==> config.mk <==
export PLATFORM = sky130hd
export DESIGN_NAME = eve_child_collector
export DESIGN_NICKNAME = d
export VERILOG_FILES = /design/src/rtl/eve_child_collector.sv
export SDC_FILE = /design/constraint.sdc
export NUM_CORES = 2
export LEC_CHECK = 0
export ABC_CLOCK_PERIOD_IN_PS = 2530
export CAP_MARGIN = 20
export CORE_MARGIN = 2
export CORE_UTILIZATION = 52
export CTS_CLUSTER_SIZE = 28
export DETAILED_ROUTE_END_ITERATION = 8
export MAX_ROUTING_LAYER = met4
export PLACE_DENSITY_LB_ADDON = 0.3
export SLEW_MARGIN = 20
export SYNTH_ARGS = -nofsm -noshare
export SYNTH_HDL_FRONTEND = slang
export SYNTH_SLANG_ARGS = --single-unit
==> constraint.sdc <==
create_clock -name input_clk -period 2.53 [get_ports input_clk]
set_input_delay 0.759 -clock input_clk [delete_from_list [all_inputs] [get_ports input_clk]]
set_output_delay 0.759 -clock input_clk [all_outputs]
set_load 0.01 [all_outputs]
==> src/rtl/eve_child_collector.sv <==
// eve_child_collector: captures the three child genes of one bundle, drops all-zero genes and
// serializes the survivors into a first-word fall-through FIFO tagged with genome ID and last flag.
`default_nettype none

module eve_child_collector #(
  parameter int DEPTH = 8,
  parameter int CNT_W = 16
) (
  input  logic             input_clk,
  input  logic             reset,
  input  logic [7:0]       genomeID,
  input  logic             gene_valid,
  input  logic [63:0]      in_gene1,
  input  logic [63:0]      in_gene2,
  input  logic [63:0]      in_gene3,
  output logic             in_ready,
  output logic [63:0]      child_gene,
  output logic [7:0]       child_id,
  output logic             child_last,
  output logic             child_valid,
  input  logic             child_ready,
  output logic [CNT_W-1:0] gene_count,
  output logic [CNT_W-1:0] drop_count
);

  localparam int AW = $clog2(DEPTH);
  localparam int EW = 64 + 8 + 1;
  localparam logic [AW:0] FULL_CNT = (AW + 1)'(DEPTH);

  localparam logic [1:0] IDLE  = 2'd0;
  localparam logic [1:0] EMIT1 = 2'd1;
  localparam logic [1:0] EMIT2 = 2'd2;
  localparam logic [1:0] EMIT3 = 2'd3;

  logic [1:0]    state;
  logic [1:0]    state_next;
  logic [2:0]    keep;
  logic [63:0]   gene1;
  logic [63:0]   gene2;
  logic [63:0]   gene3;
  logic [7:0]    id;

  logic [EW-1:0] mem [DEPTH];
  logic [AW-1:0] wr_ptr;
  logic [AW-1:0] rd_ptr;
  logic [AW:0]   count;

  logic          capture;
  logic [2:0]    new_keep;
  logic [1:0]    drop_inc;
  logic [1:0]    first_state;
  logic          full;
  logic          push;
  logic          pop;
  logic [63:0]   wr_gene;
  logic          wr_last;
  logic [EW-1:0] wr_data;

  assign capture  = (state == IDLE) && gene_valid;
  assign new_keep = {|in_gene3, |in_gene2, |in_gene1};
  assign drop_inc = {1'b0, ~new_keep[0]} + {1'b0, ~new_keep[1]} + {1'b0, ~new_keep[2]};

  always_comb begin
    first_state = IDLE;
    if (new_keep[0])      first_state = EMIT1;
    else if (new_keep[1]) first_state = EMIT2;
    else if (new_keep[2]) first_state = EMIT3;
  end

  // last = no higher-numbered gene of this bundle is still to be emitted
  always_comb begin
    wr_gene    = gene3;
    wr_last    = 1'b1;
    state_next = IDLE;
    case (state)
      EMIT1: begin
        wr_gene    = gene1;
        wr_last    = ~(keep[1] | keep[2]);
        state_next = keep[1] ? EMIT2 : (keep[2] ? EMIT3 : IDLE);
      end
      EMIT2: begin
        wr_gene    = gene2;
        wr_last    = ~keep[2];
        state_next = keep[2] ? EMIT3 : IDLE;
      end
      default: begin
        wr_gene    = gene3;
        wr_last    = 1'b1;
        state_next = IDLE;
      end
    endcase
  end

  assign wr_data = {wr_gene, id, wr_last};
  assign full    = (count == FULL_CNT);
  assign push    = (state != IDLE) && !full;
  assign pop     = (count != '0) && child_ready;

  always_ff @(posedge input_clk or negedge reset) begin
    if (!reset) begin
      state      <= IDLE;
      keep       <= '0;
      gene1      <= '0;
      gene2      <= '0;
      gene3      <= '0;
      id         <= '0;
      drop_count <= '0;
    end else if (capture) begin
      state      <= first_state;
      keep       <= new_keep;
      gene1      <= in_gene1;
      gene2      <= in_gene2;
      gene3      <= in_gene3;
      id         <= genomeID;
      drop_count <= drop_count + {{(CNT_W-2){1'b0}}, drop_inc};
    end else if (push) begin
      state      <= state_next;
    end
  end

  // Storage is cleared on reset so the head outputs read zero while held in reset.
  always_ff @(posedge input_clk or negedge reset) begin
    if (!reset) begin
      for (int i = 0; i < DEPTH; i++) mem[i] <= '0;
      wr_ptr     <= '0;
      rd_ptr     <= '0;
      count      <= '0;
      gene_count <= '0;
    end else begin
      if (push) begin
        mem[wr_ptr] <= wr_data;
        wr_ptr      <= wr_ptr + 1'b1;
        gene_count  <= gene_count + 1'b1;
      end
      if (pop) rd_ptr <= rd_ptr + 1'b1;
      if (push && !pop)      count <= count + 1'b1;
      else if (!push && pop) count <= count - 1'b1;
    end
  end

  assign {child_gene, child_id, child_last} = mem[rd_ptr];
  assign child_valid = (count != '0);
  assign in_ready    = (state == IDLE) && reset;

endmodule

`default_nettype wire

==> impl_table.tex <==
\begin{tabular}{lr}
\hline
Metric & Value \\
\hline
\multicolumn{2}{l}{\textbf{Run status}} \\
Outcome & finished with violations \\
Failing checks & setup timing \\
\multicolumn{2}{l}{\textbf{Worst setup path}} \\
Maximum fanout encountered on the critical timing path & 7 \\
Cell type with the highest occurrence count on the critical path & sky130\_fd\_sc\_hd\_\_buf\_12 \\
Required time of the worst setup path & 1.77 ns \\
Largest stage delay on the critical path & 0.51 ns \\
Category of the worst setup path launch point & flop \\
Setup Crit Path Kind & flop to output pin \\
Crit path max-delay cell type & sky130\_fd\_sc\_hd\_\_dfrtp\_4 \\
Chain of cells forming the critical path & buf\_12, buf\_12, buf\_12, buf\_8, mux4\_2, mux2\_4, buf\_6 \\
Type of element capturing the critical path & output pin \\
Arrival @ worst endpoint & roughly 2.6 ns \\
\multicolumn{2}{l}{\textbf{Global routing}} \\
Largest net degree at the start of global routing & around 160 \\
Met2 global-route usage & between 40\% and 50\% \\
Via count of the first global-routing pass & $\sim$28000 \\
Met3 Usage GRT & between 5 and 6\% \\
Total grt overflow & 0 \\
Antenna violations before repair & 3 \\
Layer with the highest usage & met2 \\
Total routing usage reported by global routing & a little under 30\% \\
Wire length of the first global-routing pass & approximately 160000 um \\
GR Util met1 & about two fifths \\
\multicolumn{2}{l}{\textbf{Timing}} \\
Max Slew Vio Count & 0 \\
Final clock period utilization by the worst path & 131\% \\
Slack of the critical path & -0.786 ns \\
Peak Freq & just over 300 MHz \\
Worst clock skew on the final layout & between 0.02 and 0.025 ns \\
Relative slew margins & a little under a third \\
Unrepaired setup endpoints after global routing & true \\
Min Tclk post-route & 3.32 ns \\
Final setup viols & slightly below 90 \\
Worst slew pin tran & between 1 and 1.5 ns \\
Number of failing hold endpoints at the final stage & 0 \\
\multicolumn{2}{l}{\textbf{Synth}} \\
Async set-or-reset flop fraction in the synthesized netlist & 100\% \\
Warnings, synthesis & 0 \\
Count of cell types in the netlist & slightly above 40 \\
Syn\_nets & between 3000 and 4000 \\
Count of flip-flops with a built-in enable after synthesis & 0 \\
Yosys reg bits & 830 \\
Average footprint of a synthesized cell & approximately 11 um\^{}2 \\
Sequential fraction of the synthesis area & a little under three fifths \\
Cell area after technology mapping & 36200 um\^{}2 \\
Ys flop type & sky130\_fd\_sc\_hd\_\_dfrtp\_1 \\
Number of cells produced by synthesis & roughly 3400 \\
\multicolumn{2}{l}{\textbf{Routing}} \\
Vias per inst & roughly 5.6 \\
DRT antenna net count & 0 \\
Routed len/inst & 20.3 um \\
Detailed Route WL & between 90000 and 100000 um \\
Number of design rule violations left after detail routing & 0 \\
First drt pass iteration count & 6 \\
Iter 0 DRT Violations & between 2000 and 2500 \\
Vias after detailed routing & $\sim$27000 \\
\multicolumn{2}{l}{\textbf{Layout}} \\
Final net count & 4099 \\
Area Growth Syn to Fin & 28.2\% \\
Fraction of layout instances using a drive strength above 1 & 22.7\% \\
Final cell area excluding filler cells & 46400 um\^{}2 \\
Filler-free cell count of the finished design & between 4000 and 5000 \\
\multicolumn{2}{l}{\textbf{Min path}} \\
Class of the worst hold path & primary input to async pin \\
\multicolumn{2}{l}{\textbf{Clock tree}} \\
Clock insertion delay at the later pin of the skew report & 0.63 ns \\
Number of H-tree levels & 3 \\
Clock tree from TritonCTS & yes \\
Clk buf depth & 3 \\
Worst-path clk slew & around 0.060 ns \\
Master cell of the clock root buffer & sky130\_fd\_sc\_hd\_\_clkbuf\_16 \\
Inserted Clock Buffers & just over 80 \\
Number of clock sinks seen by CTS & a little over 800 \\
\multicolumn{2}{l}{\textbf{Flow run}} \\
Maximum Capacitance Violations & 0 \\
\multicolumn{2}{l}{\textbf{Die}} \\
I/O pin count & between 300 and 400 \\
Effective utilization at floorplan & 52.7\% \\
Die outline height & approximately 270 um \\
Floorplan Core Area & between 60000 and 70000 um\^{}2 \\
Die outline width & about 270 um \\
Row count & 96 \\
Die area & 71700 um\^{}2 \\
\multicolumn{2}{l}{\textbf{Placed design}} \\
Minimum setup slack after placement & -1.51 ns \\
Total of buffers placed on input and output ports & a little over 300 \\
Dpl cells & between 4000 and 5000 \\
Routability cong. & around 0.9 \\
Placed instance area & about 42000 um\^{}2 \\
DP Wirelength & $\sim$63000 um \\
\multicolumn{2}{l}{\textbf{Power and ir drop}} \\
Total design power & approximately 65 mW \\
Total power divided by cell area & 1410 nW/um\^{}2 \\
P\_leak & approximately 22 nW \\
Max IR drop VDD & approximately 0.00075 V \\
\hline
\end{tabular}
[routing by layer]
| metal | up-vias | wire length (um) |
|---|---|---|
| met5 | - | 0 |
| met4 | 0 | 2570 |
| met3 | 143 | 6620 |
| met2 | 850 | 46900 |
| met1 | 13723 | 43100 |
| li1 | 12645 | - |
[layout by cell type, fill, tap and decap left out, drive strengths merged, types with 2 or more instances in the layout]
| master | n |
|---|---|
| xor2 | 10 |
| a22oi | 64 |
| clkdlybuf4s50 | 151 |
| clkinv | 15 |
| inv | 12 |
| buf | 406 |
| diode | 4 |
| dlymetal6s2s | 28 |
| o21ai | 589 |
| and2 | 4 |
| fa | 2 |
| clkdlybuf4s15 | 6 |
| ha | 12 |
| a21o | 2 |
| nand4b | 2 |
| clkinvlp | 3 |
| nand3 | 18 |
| and3 | 3 |
| dlygate4sd2 | 32 |
| mux4 | 146 |
| nand2 | 1211 |
| xnor2 | 28 |
| nor3 | 5 |
| nor2b | 2 |
| clkbuf | 126 |
| a21oi | 3 |
| bufinv | 7 |
| dfrtp | 830 |
| mux2 | 141 |
| nand4 | 20 |
| nor4 | 52 |
| nor2 | 9 |
[sequential cells by signal, indices dropped and copies added, names as in the netlist]
name / cells
gene3: 64
gene2: 64
gene1: 64
wr_ptr: 3
gene_count: 16
keep: 2
mem: 584
rd_ptr: 3
id: 8
state: 2
drop_count: 16
count: 4
[worst paths after layout]
| check | startpoint | to | slack [ns] | cells after the start |
|---|---|---|---|---|
| max in group asynchronous | reset | mem[313]$_DFFE_PN0P_ | 1.23 | 3 |
| hold reg to reg | gene1[26]$_DFFE_PN0P_ | gene1[26]$_DFFE_PN0P_ | 0.47 | 2 |
| hold / removal | reset | gene_count[7]$_DFFE_PN0P_ | 0.10 | 2 |
| setup / recovery | rd_ptr[0]$_DFFE_PN0P_ | child_gene[3] | -0.79 | 7 |
| setup reg to reg | count[2]$_DFFE_PN0P_ | mem[513]$_DFFE_PN0P_ | 0.07 | 8 |
| min in group input_clk | in_gene1[56] | gene1[56]$_DFFE_PN0P_ | 0.39 | 3 |
[where the power goes]
part | total, mW | switching [mW] | internal [mW]
Combinational | 30.8 | 16.7 | 14.1
Clock | 12.6 | 5.21 | 7.41
Sequential | 21.9 | 3.07 | 18.8
Total | 65.3 | 25.0 | 40.3
[synth_stat cells (2+ instances only)]
master                     instances  area share (%)
sky130_fd_sc_hd__a21o_1            2           0.041
sky130_fd_sc_hd__a21oi_1           3           0.041
sky130_fd_sc_hd__a22oi_1          64             1.3
sky130_fd_sc_hd__and2_1            4           0.069
sky130_fd_sc_hd__and3_1            3           0.052
sky130_fd_sc_hd__buf_1            17            0.18
sky130_fd_sc_hd__buf_2            53            0.73
sky130_fd_sc_hd__buf_4             9            0.19
sky130_fd_sc_hd__buf_6            24            0.75
sky130_fd_sc_hd__clkbuf_1        135             1.4
sky130_fd_sc_hd__dfrtp_1         830              57
sky130_fd_sc_hd__fa_1              2            0.11
sky130_fd_sc_hd__ha_1             12            0.42
sky130_fd_sc_hd__inv_1             5           0.052
sky130_fd_sc_hd__mux2_1            9            0.28
sky130_fd_sc_hd__mux2_2          125             3.9
sky130_fd_sc_hd__mux2_4            7            0.29
sky130_fd_sc_hd__mux4_2          146             9.1
sky130_fd_sc_hd__nand2_1        1211              13
sky130_fd_sc_hd__nand3_1          16            0.22
sky130_fd_sc_hd__nand3_4           2           0.097
sky130_fd_sc_hd__nand4_1          20            0.35
sky130_fd_sc_hd__nand4b_1          2           0.048
sky130_fd_sc_hd__nor2_1            9           0.093
sky130_fd_sc_hd__nor2b_1           2           0.035
sky130_fd_sc_hd__nor3_1            4           0.055
sky130_fd_sc_hd__nor4_1           52            0.90
sky130_fd_sc_hd__o21ai_0         411             5.7
sky130_fd_sc_hd__o21ai_1         178             2.5
sky130_fd_sc_hd__xnor2_1          28            0.68
sky130_fd_sc_hd__xor2_1           10            0.24
[worst max-delay path, delay by kind of cell (launching register included)]
kind | cells | cell delay, ns
buf+inv | 5 | 0.68
flops | 1 | 0.51
mux | 2 | 0.72
[stage by stage]
| stage | hold slack [ns] | utilization (%) | setup TNS, ns |
|---|---|---|---|
| floorplan | 0.440 | - | -4.36 |
| global placement | 0.455 | 61.1 | -47.66 |
| detailed placement | 0.463 | 61.1 | -49.49 |
| CTS | 0.0962 | 66.9 | -55.59 |
| global route | 0.125 | 67.5 | -58.68 |
| finish | 0.105 | 67.5 | -54.43 |
[layout make-up]
type	count	area, um^2
Antenna cell	4	10.0
Clock buffer	120	2430
Clock inverter	31	378
Fill cell	5072	22300
Inverter	6	25.0
Multi-Input combinational cell	2331	15000
Sequential cell	830	20800
Tap cell	931	1160
Timing Repair Buffer	629	6650
[cell families after synthesis]
| logic type | Yosys count | share of synthesized area (%) |
|---|---|---|
| buffers and inverters | 244 | 3.31 |
| xor gates and xnor gates | 38 | 0.920 |
| and+or+nand+nor | 1331 | 14.7 |
| adders and majority gates | 14 | 0.526 |
| AOI/OAI and AO/OA | 661 | 9.63 |
| DFF | 830 | 57.4 |
| muxes | 287 | 13.6 |
[repair_timing]
| item | in CTS | in global routing |
|---|---|---|
| cloned | 5 | 1 |
| endpoints found under the hold margin | 0 | 0 |
| pin swaps | 38 | 45 |
| gates resized for setup | 645 | 94 |
| hold buffers | 0 | 0 |
| setup buffers | 51 | 17 |
| setup endpoints to repair | 91 | 122 |
(Power assumes the default switching activity.)
